[src/rtl/neureka_package.sv]
// Shared constants and types for the NEUREKA accelerator.
// Holds the wide-port bandwidth, the TCDM arbiter outstanding-read depth and the
// 1-bit requester id used to tag reads with their issuer.
package neureka_package;

  localparam int unsigned NEUREKA_MEM_BANDWIDTH_EXT = 256;
  localparam int unsigned NEUREKA_TCDM_ARB_OUTST    = 4;

  // 0 = data streamer, 1 = weight streamer
  typedef logic tcdm_arb_id_t;

endpackage

[src/rtl/neureka_tcdm_arb_owner_fifo.sv]
// Owner FIFO for the TCDM arbiter: remembers which requester issued each
// outstanding read so in-order responses can be routed back.
// Ports:
//   clk_i, rst_ni, clear_i : clock, async active-low reset, sync clear
//   push_i, push_id_i      : enqueue the id of a granted read
//   pop_i                  : dequeue on a read response
//   full_o, empty_o        : occupancy flags
//   head_o                 : id of the oldest outstanding read
module neureka_tcdm_arb_owner_fifo
  import neureka_package::*;
#(
  parameter int unsigned Depth = 4
) (
  input  logic         clk_i,
  input  logic         rst_ni,
  input  logic         clear_i,
  input  logic         push_i,
  input  tcdm_arb_id_t push_id_i,
  input  logic         pop_i,
  output logic         full_o,
  output logic         empty_o,
  output tcdm_arb_id_t head_o
);

  localparam int unsigned PtrW = $clog2(Depth);
  localparam int unsigned CntW = PtrW + 1;

  tcdm_arb_id_t [Depth-1:0] mem_q;
  logic [PtrW-1:0]          wptr_q, rptr_q;
  logic [CntW-1:0]          cnt_q, cnt_d;

  assign full_o  = (cnt_q == CntW'(Depth));
  assign empty_o = (cnt_q == '0);
  assign head_o  = mem_q[rptr_q];

  // Simultaneous push and pop leave the count unchanged, even when full.
  always_comb begin
    cnt_d = cnt_q;
    if (push_i && !pop_i) begin
      cnt_d = cnt_q + CntW'(1);
    end else if (!push_i && pop_i) begin
      cnt_d = cnt_q - CntW'(1);
    end
  end

  // Depth is a power of two, so pointers wrap by natural overflow.
  always_ff @(posedge clk_i or negedge rst_ni) begin
    if (!rst_ni) begin
      mem_q  <= '0;
      wptr_q <= '0;
      rptr_q <= '0;
      cnt_q  <= '0;
    end else if (clear_i) begin
      mem_q  <= '0;
      wptr_q <= '0;
      rptr_q <= '0;
      cnt_q  <= '0;
    end else begin
      if (push_i) begin
        mem_q[wptr_q] <= push_id_i;
        wptr_q        <= wptr_q + PtrW'(1);
      end
      if (pop_i) begin
        rptr_q <= rptr_q + PtrW'(1);
      end
      cnt_q <= cnt_d;
    end
  end

endmodule

[src/rtl/neureka_tcdm_arbiter.sv]
// Round-robin arbiter sharing the wide TCDM master port between the data
// streamer (requester 0) and the weight streamer (requester 1). The request
// path is combinational; read owners are queued so responses return to issuer.
// Ports:
//   in_*   : per-requester request/grant/response (index 0 data, 1 weight)
//   out_*  : shared TCDM port towards the port splitter
//   busy_o : reads outstanding or any request pending
//   err_o  : sticky, a response arrived with no outstanding read
module neureka_tcdm_arbiter
  import neureka_package::*;
#(
  parameter int unsigned BW        = NEUREKA_MEM_BANDWIDTH_EXT,
  parameter int unsigned MAX_OUTST = NEUREKA_TCDM_ARB_OUTST
) (
  input  logic                     clk_i,
  input  logic                     rst_ni,
  input  logic                     clear_i,
  input  logic [1:0]               in_req_i,
  output logic [1:0]               in_gnt_o,
  input  logic [1:0][31:0]         in_add_i,
  input  logic [1:0]               in_wen_i,
  input  logic [1:0][BW/8-1:0]     in_be_i,
  input  logic [1:0][BW-1:0]       in_data_i,
  output logic [1:0][BW-1:0]       in_r_data_o,
  output logic [1:0]               in_r_valid_o,
  output logic                     out_req_o,
  input  logic                     out_gnt_i,
  output logic [31:0]              out_add_o,
  output logic                     out_wen_o,
  output logic [BW/8-1:0]          out_be_o,
  output logic [BW-1:0]            out_data_o,
  input  logic [BW-1:0]            out_r_data_i,
  input  logic                     out_r_valid_i,
  output logic                     busy_o,
  output logic                     err_o
);

  tcdm_arb_id_t rr_ptr_q, rr_ptr_d;
  tcdm_arb_id_t lock_id_q, lock_id_d;
  logic         locked_q, locked_d;
  logic         err_q, err_d;
  tcdm_arb_id_t winner, head;
  logic         win_req, win_read, block, hs;
  logic         fifo_full, fifo_empty, push, pop;

  // A stalled winner keeps the port until granted or until it withdraws.
  always_comb begin
    winner = tcdm_arb_id_t'(1'b0);
    if (locked_q && in_req_i[lock_id_q]) begin
      winner = lock_id_q;
    end else if (in_req_i == 2'b10) begin
      winner = tcdm_arb_id_t'(1'b1);
    end else if (in_req_i == 2'b11) begin
      winner = rr_ptr_q;
    end
  end

  assign win_req  = in_req_i[winner];
  assign win_read = in_wen_i[winner];
  // A pop in the same cycle frees a slot, so a full FIFO need not stall.
  assign block    = win_read && fifo_full && !out_r_valid_i;
  assign hs       = out_req_o && out_gnt_i;
  assign push     = hs && win_read;
  assign pop      = out_r_valid_i && !fifo_empty;

  assign out_req_o  = win_req && !block;
  assign out_add_o  = win_req ? in_add_i[winner]  : '0;
  assign out_wen_o  = win_req && win_read;
  assign out_be_o   = win_req ? in_be_i[winner]   : '0;
  assign out_data_o = win_req ? in_data_i[winner] : '0;

  always_comb begin
    in_gnt_o             = '0;
    in_gnt_o[winner]     = hs;
    in_r_valid_o         = '0;
    in_r_valid_o[head]   = pop;
    in_r_data_o[0]       = out_r_data_i;
    in_r_data_o[1]       = out_r_data_i;
  end

  assign busy_o = !fifo_empty || (|in_req_i);
  assign err_o  = err_q;

  always_comb begin
    rr_ptr_d  = hs ? ~winner : rr_ptr_q;
    locked_d  = win_req && !hs;
    lock_id_d = win_req && !hs ? winner : lock_id_q;
    err_d     = err_q || (out_r_valid_i && fifo_empty);
  end

  always_ff @(posedge clk_i or negedge rst_ni) begin
    if (!rst_ni) begin
      rr_ptr_q  <= '0;
      locked_q  <= 1'b0;
      lock_id_q <= '0;
      err_q     <= 1'b0;
    end else if (clear_i) begin
      rr_ptr_q  <= '0;
      locked_q  <= 1'b0;
      lock_id_q <= '0;
      err_q     <= 1'b0;
    end else begin
      rr_ptr_q  <= rr_ptr_d;
      locked_q  <= locked_d;
      lock_id_q <= lock_id_d;
      err_q     <= err_d;
    end
  end

  neureka_tcdm_arb_owner_fifo #(
    .Depth (MAX_OUTST)
  ) i_owner_fifo (
    .clk_i     (clk_i),
    .rst_ni    (rst_ni),
    .clear_i   (clear_i),
    .push_i    (push),
    .push_id_i (winner),
    .pop_i     (pop),
    .full_o    (fifo_full),
    .empty_o   (fifo_empty),
    .head_o    (head)
  );

endmodule

[config.mk]
export PLATFORM = sky130hd
export DESIGN_NAME = neureka_tcdm_arbiter
export DESIGN_NICKNAME = d
export VERILOG_FILES = /design/src/rtl/neureka_package.sv /design/src/rtl/neureka_tcdm_arb_owner_fifo.sv /design/src/rtl/neureka_tcdm_arbiter.sv
export SDC_FILE = /design/constraint.sdc
export NUM_CORES = 1
export LEC_CHECK = 0
export ABC_CLOCK_PERIOD_IN_PS = 2200
export CORE_AREA = 2 2 690 692
export CTS_BUF_LIST = sky130_fd_sc_hd__clkbuf_4
export CTS_CLUSTER_SIZE = 25
export DETAILED_ROUTE_END_ITERATION = 12
export DIE_AREA = 0 0 692 694
export GPL_ROUTABILITY_DRIVEN = 0
export REMOVE_ABC_BUFFERS = 1
export SETUP_SLACK_MARGIN = 0.4
export SLEW_MARGIN = 40
export SYNTH_ARGS = -nofsm -noshare
export SYNTH_HDL_FRONTEND = slang
export SYNTH_SLANG_ARGS = --single-unit
[constraint.sdc]
create_clock -name clk_i -period 2.2 [get_ports clk_i]
set_clock_uncertainty 0.05 [all_clocks]
set_input_delay 0.44 -clock clk_i [delete_from_list [all_inputs] [get_ports clk_i]]
set_output_delay 0.44 -clock clk_i [all_outputs]
set_load 0.005 [all_outputs]
**Yosys cells after proc, flatten, opt, wreduce, memory -nomap -nowiden**

Index checks and enable logic that the tools add are counted.

- Bitwise logic cells: 3
- Mux-type cells: 42
- Order comparisons: 8
- Eq/ne operators: 3
- Add/sub/neg operators: 4
- Reduce and logical (&&, ||, !) cells: 30

Operators by type and width:

| cell | number |
|---|---|
| $mux 256 | 3 |
| $mux 32 | 6 |
| $mux 1 | 19 |
| $logic_and 1x1->1 | 15 |
| $mux 3 | 3 |
| $mux 2 | 4 |
| $mux 4 | 2 |
| $reduce_bool 2->1 | 4 |
| $logic_not 1->1 | 6 |
| $lt 1x2->1 const B | 3 |
| $lt 2x3->1 const B | 2 |
| $add 2x1->2 const B | 2 |
| $and 2x2->2 | 2 |
| $bwmux 4 | 1 |
| $eq 2x2->1 const B | 2 |
| $add 3x1->3 const B | 1 |
| $eq 3x3->1 const B | 1 |
| $logic_not 3->1 | 1 |
| $reduce_bool 3->1 | 1 |
| $sub 3x1->3 const B | 1 |
| $bmux 1 s2 | 1 |
| $demux 1 s1 | 2 |
| $demux 1 s2 | 1 |
| $ge 1x1->1 const B | 2 |
| 4 further kinds | 5 |

- Logic and storage cells: 98
- Input port bits: 905
- Output and inout bits: 840
- Register bits: 15

**Longest topological paths before layout**

- Depth in word-level cells: 17
- Mapped depth: 10
- Depth with buffers taken out: 9

**Cells and area by module**

From an unflattened synthesis, not the netlist that was laid out.

- Cell total of the unflattened synthesis: 1677
- Area, all modules: 9265.1 um2

Modules (own cells, without submodules):

| module | area an instance (um2) | times used | seq. area each (um2) | cells an instance |
|---|---|---|---|---|
| neureka_tcdm_arbiter | 8645.8 | 1 | 100.1 | 1616 |
| neureka_tcdm_arb_owner_fifo | 619.3 | 1 | 275.3 | 61 |

**Least setup slack after synthesis**

Ideal clock, no wire load.

- Path kind: reg2reg
- From: register i_owner_fifo.cnt_q[1]
- To: register i_owner_fifo.cnt_q[2]
- Setup time: 0.069 ns
- Path buffers: 1
- Data arrival time: 2.156 ns
- Required time: 2.081 ns
- Cell stages (with the launch flop): 11
- Path slack: -0.075 ns
- Clock period less this slack: 2.275 ns
- Cell sequence: dfrtp_1 > nor4b_4 > nor2_1 > o21ai_2 > buf_6 > nor2_1 > fa_1 > nor3b_1 > o2bb2ai_1 > a211oi_1 > nand3_1

- Longest elaborated chain between the ends: 10
- Elaborated cells between the ends (all ways): 20
- Those cells by class: add/sub (2); eq/ne (1); mux (3); reduce/logical (14)

RTL lines:

| what | line | source |
|---|---|---|
| from (decl) | neureka_tcdm_arb_owner_fifo.sv:30 | `logic [CntW-1:0] cnt_q, cnt_d;` |
| from (signal assigned) | neureka_tcdm_arb_owner_fifo.sv:66 | `cnt_q <= cnt_d;` |
| $eq 3x3->1 | neureka_tcdm_arb_owner_fifo.sv:32 | `assign full_o = (cnt_q == CntW'(Depth));` |
| $logic_and 1x1->1 (2 in series) | neureka_tcdm_arbiter.sv:61 | `assign block = win_read && fifo_full && !out_r_valid_i;` |
| $logic_not 1->1 | neureka_tcdm_arbiter.sv:66 | `assign out_req_o = win_req && !block;` |
| $logic_and 1x1->1 | neureka_tcdm_arbiter.sv:66 |  |
| $logic_and 1x1->1 | neureka_tcdm_arbiter.sv:62 | `assign hs = out_req_o && out_gnt_i;` |
| $logic_and 1x1->1 | neureka_tcdm_arbiter.sv:63 | `assign push = hs && win_read;` |
| $logic_and 1x1->1 or $logic_not 1->1 (tied branches) | neureka_tcdm_arb_owner_fifo.sv:39, neureka_tcdm_arb_owner_fifo.sv:41 |  |
| $mux 3 or $logic_and 1x1->1 (tied branches) | neureka_tcdm_arb_owner_fifo.sv:39, neureka_tcdm_arb_owner_fifo.sv:41 |  |
| $mux 3 or $reduce_bool 3->1 (tied branches) | -- |  |

Several ways; a longest one is shown, not always the timed one. The select of a mux whose other input is x is not followed.
A chain may end at the register's enable or synchronous reset.

**Final worst setup path**

- From: register locked_q
- To: output out_be_o[6]

- Longest elaborated chain between the ends: 5
- Elaborated cells between the ends (all ways): 7
- Those cells by class: mux (6); reduce/logical (1)

RTL lines:

| what | line | source |
|---|---|---|
| from (decl) | neureka_tcdm_arbiter.sv:40 | `logic locked_q, locked_d;` |
| from (signal assigned) | neureka_tcdm_arbiter.sv:104 | `locked_q <= locked_d;` |
| $logic_and 1x1->1 (*) | neureka_tcdm_arbiter.sv:49 | `if (locked_q && in_req_i[lock_id_q]) begin` |
| $mux 1 (*) | neureka_tcdm_arbiter.sv:49 |  |
| $mux 32 (not written as such) or $mux 1 (tied branches) (2 in series) | neureka_tcdm_arbiter.sv:69, neureka_tcdm_arbiter.sv:58 |  |
| $mux 32 (*) | neureka_tcdm_arbiter.sv:69 | `assign out_be_o = win_req ? in_be_i[winner] : '0;` |
| to (decl) | neureka_tcdm_arbiter.sv:30 | `output logic [BW/8-1:0] out_be_o,` |

Every way passes the cells marked *; elsewhere a longest branch is shown, timed or not. The select of a mux whose other input is x is not followed.

==> impl_metrics.tcl <==
set metrics [dict create \
    path_class "flip-flop to output port" \
    drtPass1Iterations 8 \
    slew_viol_final 0 \
    final_nets 3253 \
    cts_tree "done" \
    maxCapViolCount 0 \
    critical_path_buf_inv_count 6 \
    postPlaceCellArea_sq_um 26300 \
    drt-wirelength-per-cell_um 52.9 \
    insertion_delay_ns 0.29 \
    r2r-start "locked_q" \
    crit_required_ns 1.71 \
    crit_path_end "out_be_o[6]" \
    grt_pass1_vias 15000 \
    critical-path-max-stage-delay_ns 0.42 \
    cp_cell_sequence "mux2i_4 > nand2_4 > nand2_8 > buf_16 > buf_12 > buf_16 > buf_16 > nand2_4 > a21oi_4 > buf_6 > buf_12" \
    num_vias 19100 \
    p_leak_nw 10.6 \
    crit_family "buffers and inverters" \
    slowest_stage "dfrtp_1" \
    synth-seq-area-share_pct 3.97 \
    synth_largest_area_cell "buf_4" \
    synth.area.top_cells "buf_4, nand2_1, a21oi_1" \
    crit_path_frequent_cell "buf_16" \
    num_rows 253 \
    fin_area_sq_um 32800 \
    worstPathMaxFanout 6 \
    hold_violations 0 \
    postSynth.asyncResetShare_pct 100 \
    netlist_area_sq_um 9460 \
    pin_count 1745 \
    ys_types 40 \
    synth_cells 1699 \
    powerDensity_nw_per_um2 336 \
    grt.total_usage_pct 17.8 \
    fmax_mhz 335 \
    hold_class "input pin to asynchronous set/reset pin" \
    clock_path_buffers 2 \
    synth_top_area_share_pct 43.2 \
    rsz0062_at_grt "yes" \
    grt_antenna_before_repair 198 \
    synthMuxAreaShare_pct 0.622 \
    critPathLaunch "locked_q" \
    synth_compound_area_share_pct 18.7 \
    cts.sinks 15 \
    totalWireLength_um 456000 \
    min_period_ns 2.99 \
    yosysMostFrequentCell "nand2_1" \
    ys_seq_elements 15 \
    cts_max_level 1 \
    reg2reg_depth 11 \
    port_buffers 976 \
    violations "setup timing" \
    worstMarginPinSlew_ns 0.716 \
    synthSimpleGateAreaFrac_pct 28.2 \
    numCtsBuffers 3 \
    setup_viol 331 \
    drt_iter0_markers 2271 \
    ys_top_cells_by_count "nand2_1, buf_4, a21oi_1" \
    die_w_um 692 \
    hold_buffers 0 \
    root_buffer "clkbuf_4" \
    worstSetupEndpointType "output port" \
    die_h_um 694 \
    dpl.hpwl_um 399000 \
    start_util_pct 2.00 \
    grt_max_degree 33 \
    cp.depth 11 \
    syn_to_final_growth_pct 246 \
    fin_ws_ns -0.786 \
    drive_gt1_share_pct 48.2 \
    die-area_sq_um 480000 \
    r2r_slack_ns -0.33 \
    grt_first_pass_wirelength_um 479000 \
    fin_crit_sh_pct 136 \
    ys.flop_type "dfrtp_1" \
    slew_headroom_pct 52.1 \
    syn_area_per_cell_sq_um 5.57 \
    drc_errors 0 \
    vias_per_cell 2.22 \
    peakVddDrop_mv 0.226 \
    arrival_ns 2.50 \
    fillers 55200 \
    yosysWarnings 0 \
    ant_nets 0 \
    worstSetupStartpointType "flip-flop" \
    path_clk_slew_ns 0.10 \
    holdWs_ns 0.0145 \
    synth-xor-area-share_pct 0.516 \
    core_sq_um 473000 \
    synthAdderAreaFrac_pct 0.741 \
    synth_top_family_by_area "buffers and inverters" \
    synth-edff-count 0 \
    status "finished with violations" \
    r2r_end "i_owner_fifo.cnt_q[2]" \
    grt_overflow_total 0 \
]
-- cell families after synthesis --
| kind of cell | after synthesis |
|---|---|
| compound gates | 346 |
| simple gates | 690 |
| flops | 15 |
| xor+xnor | 4 |
| fa+ha+maj | 5 |
| mux | 4 |
| buf+inv | 635 |
-- power breakdown --
group / total (mW) / leakage [nW] / switching [mW] / internal (mW)
clock: 0.177 / 0.0186 / 0.0942 / 0.0827
sequential: 0.372 / 0.203 / 0.0518 / 0.320
combinational: 10.5 / 10.4 / 5.63 / 4.84
-- how the worst min path moves through the flow --
stage / slack [ns] / endpoint / start / depth (start not counted)
after CTS: 0.49 / err_o / err_o / 2
after detailed placement: 0.45 / err_o / err_o / 2
after global routing: 0.02 / i_owner_fifo.rptr_q[0] / rst_ni / 1
after global placement: 0.44 / err_o / err_o / 2
after floorplan: 0.09 / err_o / rst_ni / 0
final: 0.01 / i_owner_fifo.mem_q[1] / rst_ni / 1
-- cell usage in the layout (no fill, tap or decap), drive strengths merged --
cell type,instances
nand2,649
clkdlybuf4s50,642
buf,571
a21oi,330
clkbuf,36
diode,25
dfrtp,15
dlymetal6s2s,15
nor2,15
inv,10
o21ai,8
nor3,6
or3,4
ha,4
nor2b,3
or2,3
a211oi,3
o21bai,2
nand3,2
xnor2,2
bufbuf,2
dlygate4sd2,2
and2,2
nor4b,2
mux2,2
nor3b,2
nand2b,1
mux4,1
mux2i,1
o22ai,1
a21o,1
nand3b,1
o2bb2ai,1
xor2,1
xnor3,1
fa,1
-- worst register-to-register path: cells and delay by family, from the launching register on --
family / cells / cell delay, ns
AO/OA/AOI/OAI: 4 / 0.69
adder cells (fa/ha/maj): 1 / 0.30
buffers and inverters: 2 / 0.27
flip-flops: 1 / 0.43
multiplexers: 1 / 0.34
AND/OR/NAND/NOR: 3 / 0.34
-- routing by layer --
metal / global-route usage, % / wire, um / vias to the layer above
met5: 9.63 / 7340 / -
met4: 2.23 / 10100 / 194
met3: 18.4 / 98600 / 675
met2: 23.7 / 171000 / 3136
met1: 19.0 / 169000 / 8906
li1: - / - / 6204
-- area by class of cell --
type | instances | area [sq um] | area share (%)
repair buffers | 1264 | 16300 | 49.7
multi-input cells | 1049 | 8170 | 24.9
well taps | 6247 | 7820 | 23.9
flip-flops and latches | 15 | 375 | 1.15
diodes | 25 | 62.6 | 0.191
inverters | 10 | 37.5 | 0.115
clock buffers | 4 | 30.0 | 0.0916
-- metrics by stage --
step	utilization, %	setup slack, ns	power, mW	TNS [ns]	cells
2_1_floorplan	-	-5.14	1.91	-1602.60	1074
3_3_place_gp	5.55	-1.86	9.12	-292.10	8424
3_5_place_dp	5.56	-1.35	9.14	-283.43	8426
4_1_cts	5.96	-0.946	10.0	-245.62	8460
5_1_grt	6.92	-0.870	11.6	-243.10	8599
6_report	6.92	-0.786	11.0	-214.97	8614
-- registers in the layout (all words and copies together) (netlist names) --
signal	cells
lock_id_q	1
rr_ptr_q	1
i_owner_fifo.mem_q	4
err_o	1
i_owner_fifo.rptr_q	2
i_owner_fifo.cnt_q	3
i_owner_fifo.wptr_q	2
locked_q	1
-- what timing repair did --
item | in CTS | in global routing
pin swaps | 63 | 259
setup endpoints to repair | 340 | 340
gates resized for setup | 345 | 799
gates cloned | 14 | 26
buffers inserted | 16 | 103
No activity file was read; power rests on OpenSTA's default activity.
==> RTL change 1 (config.mk and constraints unchanged) <==
Set the package constant `NEUREKA_MEM_BANDWIDTH_EXT` to 260 (it was 256).
--- a/src/rtl/neureka_package.sv
+++ b/src/rtl/neureka_package.sv
@@ -3,7 +3,7 @@
 // 1-bit requester id used to tag reads with their issuer.
 package neureka_package;
 
-  localparam int unsigned NEUREKA_MEM_BANDWIDTH_EXT = 256;
+  localparam int unsigned NEUREKA_MEM_BANDWIDTH_EXT = 260;
   localparam int unsigned NEUREKA_TCDM_ARB_OUTST    = 4;
 
   // 0 = data streamer, 1 = weight streamer
Ports: changed (resized in_data_i, in_r_data_o, out_data_o and out_r_data_i); port bits go from 1745 to 1769. No check against the original RTL was run, so the function may have changed too.
==> RTL change 1 against the unedited design <==
The flow still finishes with violations (negative setup slack); register-to-register slack better by 0.07 ns; sequential power hardly changed; final cell count is 0.75% higher; critical endpoint is now out_data_o[28]; worst hold slack better by 0.47 ns; sequential cell count stayed put; clock power is 3% lower; routed wire length is 0.99% higher; cell area is 7.0% higher; total power is 5.9% higher; area after synthesis is 1.1% higher; worst setup slack worse by 0.013 ns.
==> RTL change 1: results (changes against the unedited design) <==
[outcome]
status = finished with violations
failed_checks = negative setup slack

[clock_network]
insertion_delay_ns = 0.30
ctsResizeCount = 564  ; +63%
cts_setup_buffers = 40  ; +24

[place]
dpl_cell_area_um2 = 26900  ; +2.2%
pre_cts_ws_ns = -1.69  ; -0.332 ns
io_buffers = 988  ; +1.2%
dp.cells = 8479  ; +0.63%
dp_hpwl_um = 408000  ; +2.0%

[finish]
n_antenna_cell = 22  ; -12%
clock_tree_area_fraction = 0.000785  ; -0.000132
sh_seq_area = 0.0107  ; -0.000718
drive_above_1_share = 0.561  ; +0.0794
buf_share = 0.483  ; -0.0134
multi_input_area_um2 = 9810  ; +20%
fillers = 54900  ; -0.60%
final_cell_count_no_fill = 8679  ; +0.75%
nMultiInputCombCells = 1061  ; +1.1%
syn2layout_area_growth_pct = 267
seq_cells = 15  ; unchanged
buffers = 1320  ; +4.4%
inverters_excl_clock = 10  ; unchanged
fin_nets = 3333  ; +2.5%
nClkBuffers = 3  ; -1

[timing]
setup-tns-final_ns = -217.45  ; -2.49 ns
worst_slew_pin_slew_ns = 0.768  ; +0.0522 ns
setup_viol_count_final = 331  ; unchanged
setup_ws_ns = -0.799  ; -0.0134 ns

[power]
seq-power_w = 0.000373  ; about the same
p_leak_nw = 11.9  ; +13%
peakVddDrop_v = 0.000228  ; +0.90%
swShare = 0.519  ; -0.00492
p_comb_frac = 0.953  ; +0.003
seq_power_share = 0.032  ; -0.002

[synthesis]
async_flop_share = 1.00  ; unchanged
yosys-top-cells-count = nand2_1, buf_4, a21oi_1, buf_2, clkbuf_1
synth_xor_area_frac = 0.00510  ; -0.0000560
ys_types = 40  ; unchanged
synth.area.mux_share = 0.00615  ; -0.0000675
ys_seq_area_frac = 0.0392  ; -0.000431
synthAdderAreaFrac = 0.00733  ; -0.0000804
synthTopCellsByArea = buf_4, nand2_1, a21oi_1
synthFlopType = dfrtp_1
synthCells = 1720  ; +1.2%
synth_compound_area_frac = 0.187  ; about the same

[global_routing]
first_global_vias = 15500  ; +3.4%
grt_max_degree = 42  ; +27%
grt_pass1_wl_um = 488000  ; +1.8%
antenna_found_initial = 229  ; +16%
grt_use_total = 0.181  ; +0.00302

[route]
drtPass1Iterations = 7  ; -1
drtIter0Drc = 2173  ; -4.3%
via_count = 19400  ; +1.4%
routed_wl_um = 460000  ; +0.99%

[critical_path]
rrSetupSlack_ns = -0.26  ; +0.07 ns
critPathSlowestCell = dfrtp_1
critPathCapture = out_data_o[28]
worstPathArrival_ns = 2.51  ; about the same

[hold_path]
hold_path.class = reg -> reg

## RTL change 1: changes by cell type after synthesis, moves of 3 or more
cell	delta
buf_2	+13
buf_1	+3
nand2_1	+7
clkbuf_1	-8
a21oi_1	+4
## RTL change 1: worst min path at each step
stage               cells past startpoint     to  slack [ns]
floorplan                               0  err_o        0.09
detailed placement                      2  err_o        0.45
finish                                  2  err_o        0.48
global route                            2  err_o        0.51
global placement                        2  err_o        0.44
CTS                                     2  err_o        0.48
## RTL change 1: critical path, delay by kind of cell, from the launching register on
family	cells	cell delay, ns
buffers and inverters	7	1.00
DFF	1	0.43
and+or+nand+nor	3	0.32
muxes	1	0.20
AOI/OAI and AO/OA	1	0.18
## RTL change 1: layer usage
layer  up-vias  track usage  routed length [µm]
met3       707        0.193              104000
met2      3190        0.234              166000
met5         -        0.110                7920
met1      8950        0.194              170000
met4       186       0.0262               12600
li1       6352            -                   -
==> RTL change 2 (config.mk and constraints unchanged) <==
Without the edit above. Make the reset (`rst_ni`) synchronous in 2 clocked blocks. Comments in the files are not updated.
--- a/src/rtl/neureka_tcdm_arb_owner_fifo.sv
+++ b/src/rtl/neureka_tcdm_arb_owner_fifo.sv
@@ -44,7 +44,7 @@
   end
 
   // Depth is a power of two, so pointers wrap by natural overflow.
-  always_ff @(posedge clk_i or negedge rst_ni) begin
+  always_ff @(posedge clk_i) begin
     if (!rst_ni) begin
       mem_q  <= '0;
       wptr_q <= '0;
--- a/src/rtl/neureka_tcdm_arbiter.sv
+++ b/src/rtl/neureka_tcdm_arbiter.sv
@@ -88,7 +88,7 @@
     err_d     = err_q || (out_r_valid_i && fifo_empty);
   end
 
-  always_ff @(posedge clk_i or negedge rst_ni) begin
+  always_ff @(posedge clk_i) begin
     if (!rst_ni) begin
       rr_ptr_q  <= '0;
       locked_q  <= 1'b0;
Function: not settled (the Yosys comparison gave no result); the edit may change what the design does.
==> RTL change 2 against the unedited design <==
The flow still finishes with violations (negative setup slack); area after synthesis fell by 1.5%; worst setup slack improved by 0.062 ns; synthesized cell count fell by 1.1%; sequential cell count did not move; global-route usage rose by 0.95 points; count of clock-buffer cells in the layout fell by 1; total power fell by 17%; cell area fell by 8.7%; core utilization fell by 0.60 points; routed wire length rose by 3.2%; final cell count fell by 0.57%; combinational power fell by 18%; largest cell class unchanged.
==> RTL change 2: results (changes against the unedited design) <==
[timing]
setup-tns-final_ns = -184.78  ; +30.18 ns
relSlewSlack = 0.310  ; -0.211
hold-worst-slack_ns = 0.427  ; +0.412 ns
setup_ws_ns = -0.724  ; +0.0619 ns
setup_viol_count_final = 328  ; -0.91%

[outcome]
failed_checks = negative setup slack
status = finished with violations

[synthesis]
synth_compound_area_frac = 0.188  ; +0.00146
async_flop_share = 0  ; -1.00
yosys-top-cells-count = nand2_1, buf_4, a21oi_1, buf_2, clkbuf_1
ys_types = 34  ; -15%
synthAdderAreaFrac = 0.00886  ; +0.00145
synth.area.mux_share = 0.0144  ; +0.00815
synthFlopType = dfxtp_1

[power]
peakVddDrop_v = 0.000138  ; -39%
clock_power_share = 0.018  ; +0.002
p_leak_nw = 9.39  ; -11%

[finish]
n_antenna_cell = 74  ; +200%
nMultiInputCombCells = 1042  ; -0.67%
drive_above_1_share = 0.370  ; -0.111
inverters_excl_clock = 4  ; -6
clock_tree_area_fraction = 0.000920  ; +0.00000336

[critical_path]
reg2reg_depth = 10  ; -1
crit_start = locked_q
rrSetupSlack_ns = -0.44  ; -0.11 ns
critPathSlowestCell = a21oi_4
critPathMaxStageDelay_ns = 0.35  ; -0.07 ns

[global_routing]
grt_max_degree = 38  ; +15%
grt_use_total = 0.187  ; +0.00952
grt_pass1_wl_um = 502000  ; +4.8%
antenna_found_initial = 280  ; +41%

[place]
dp_hpwl_um = 425000  ; +6.5%
pre_cts_ws_ns = -1.20  ; +0.151 ns

[hold_path]
hold_path.class = reg -> reg

[clock_network]
ctsResizeCount = 381  ; +10%

[route]
drtIter0Drc = 2214  ; -2.5%

-- RTL change 2: cell count changes after synthesis, sizes merged, moves of 7 or more --
cell,change
nand2,+7
clkbuf,-16
mux2i,+9
buf,+11
dfrtp,-15
dfxtp,+15
-- RTL change 2: cell families after synthesis --
group | count (synthesis)
fa+ha+maj | 6
flops | 15
simple gates | 678
compound gates | 342
xor+xnor | 4
buf+inv | 624
mux | 12
-- RTL change 2: metrics by stage --
stage / cell area (µm²) / std cells
2_1_floorplan: 4910 / 1061
3_3_place_gp: 26500 / 8416
3_5_place_dp: 26500 / 8416
4_1_cts: 28200 / 8449
5_1_grt: 29800 / 8532
6_report: 29900 / 8565
-- RTL change 2: per-layer routing --
metal	vias up	part of all wire	GRT usage
li1	6047	-	-
met1	8365	0.36	0.195
met2	3235	0.36	0.240
met3	734	0.23	0.209
met4	224	0.026	0.0327
met5	-	0.018	0.112
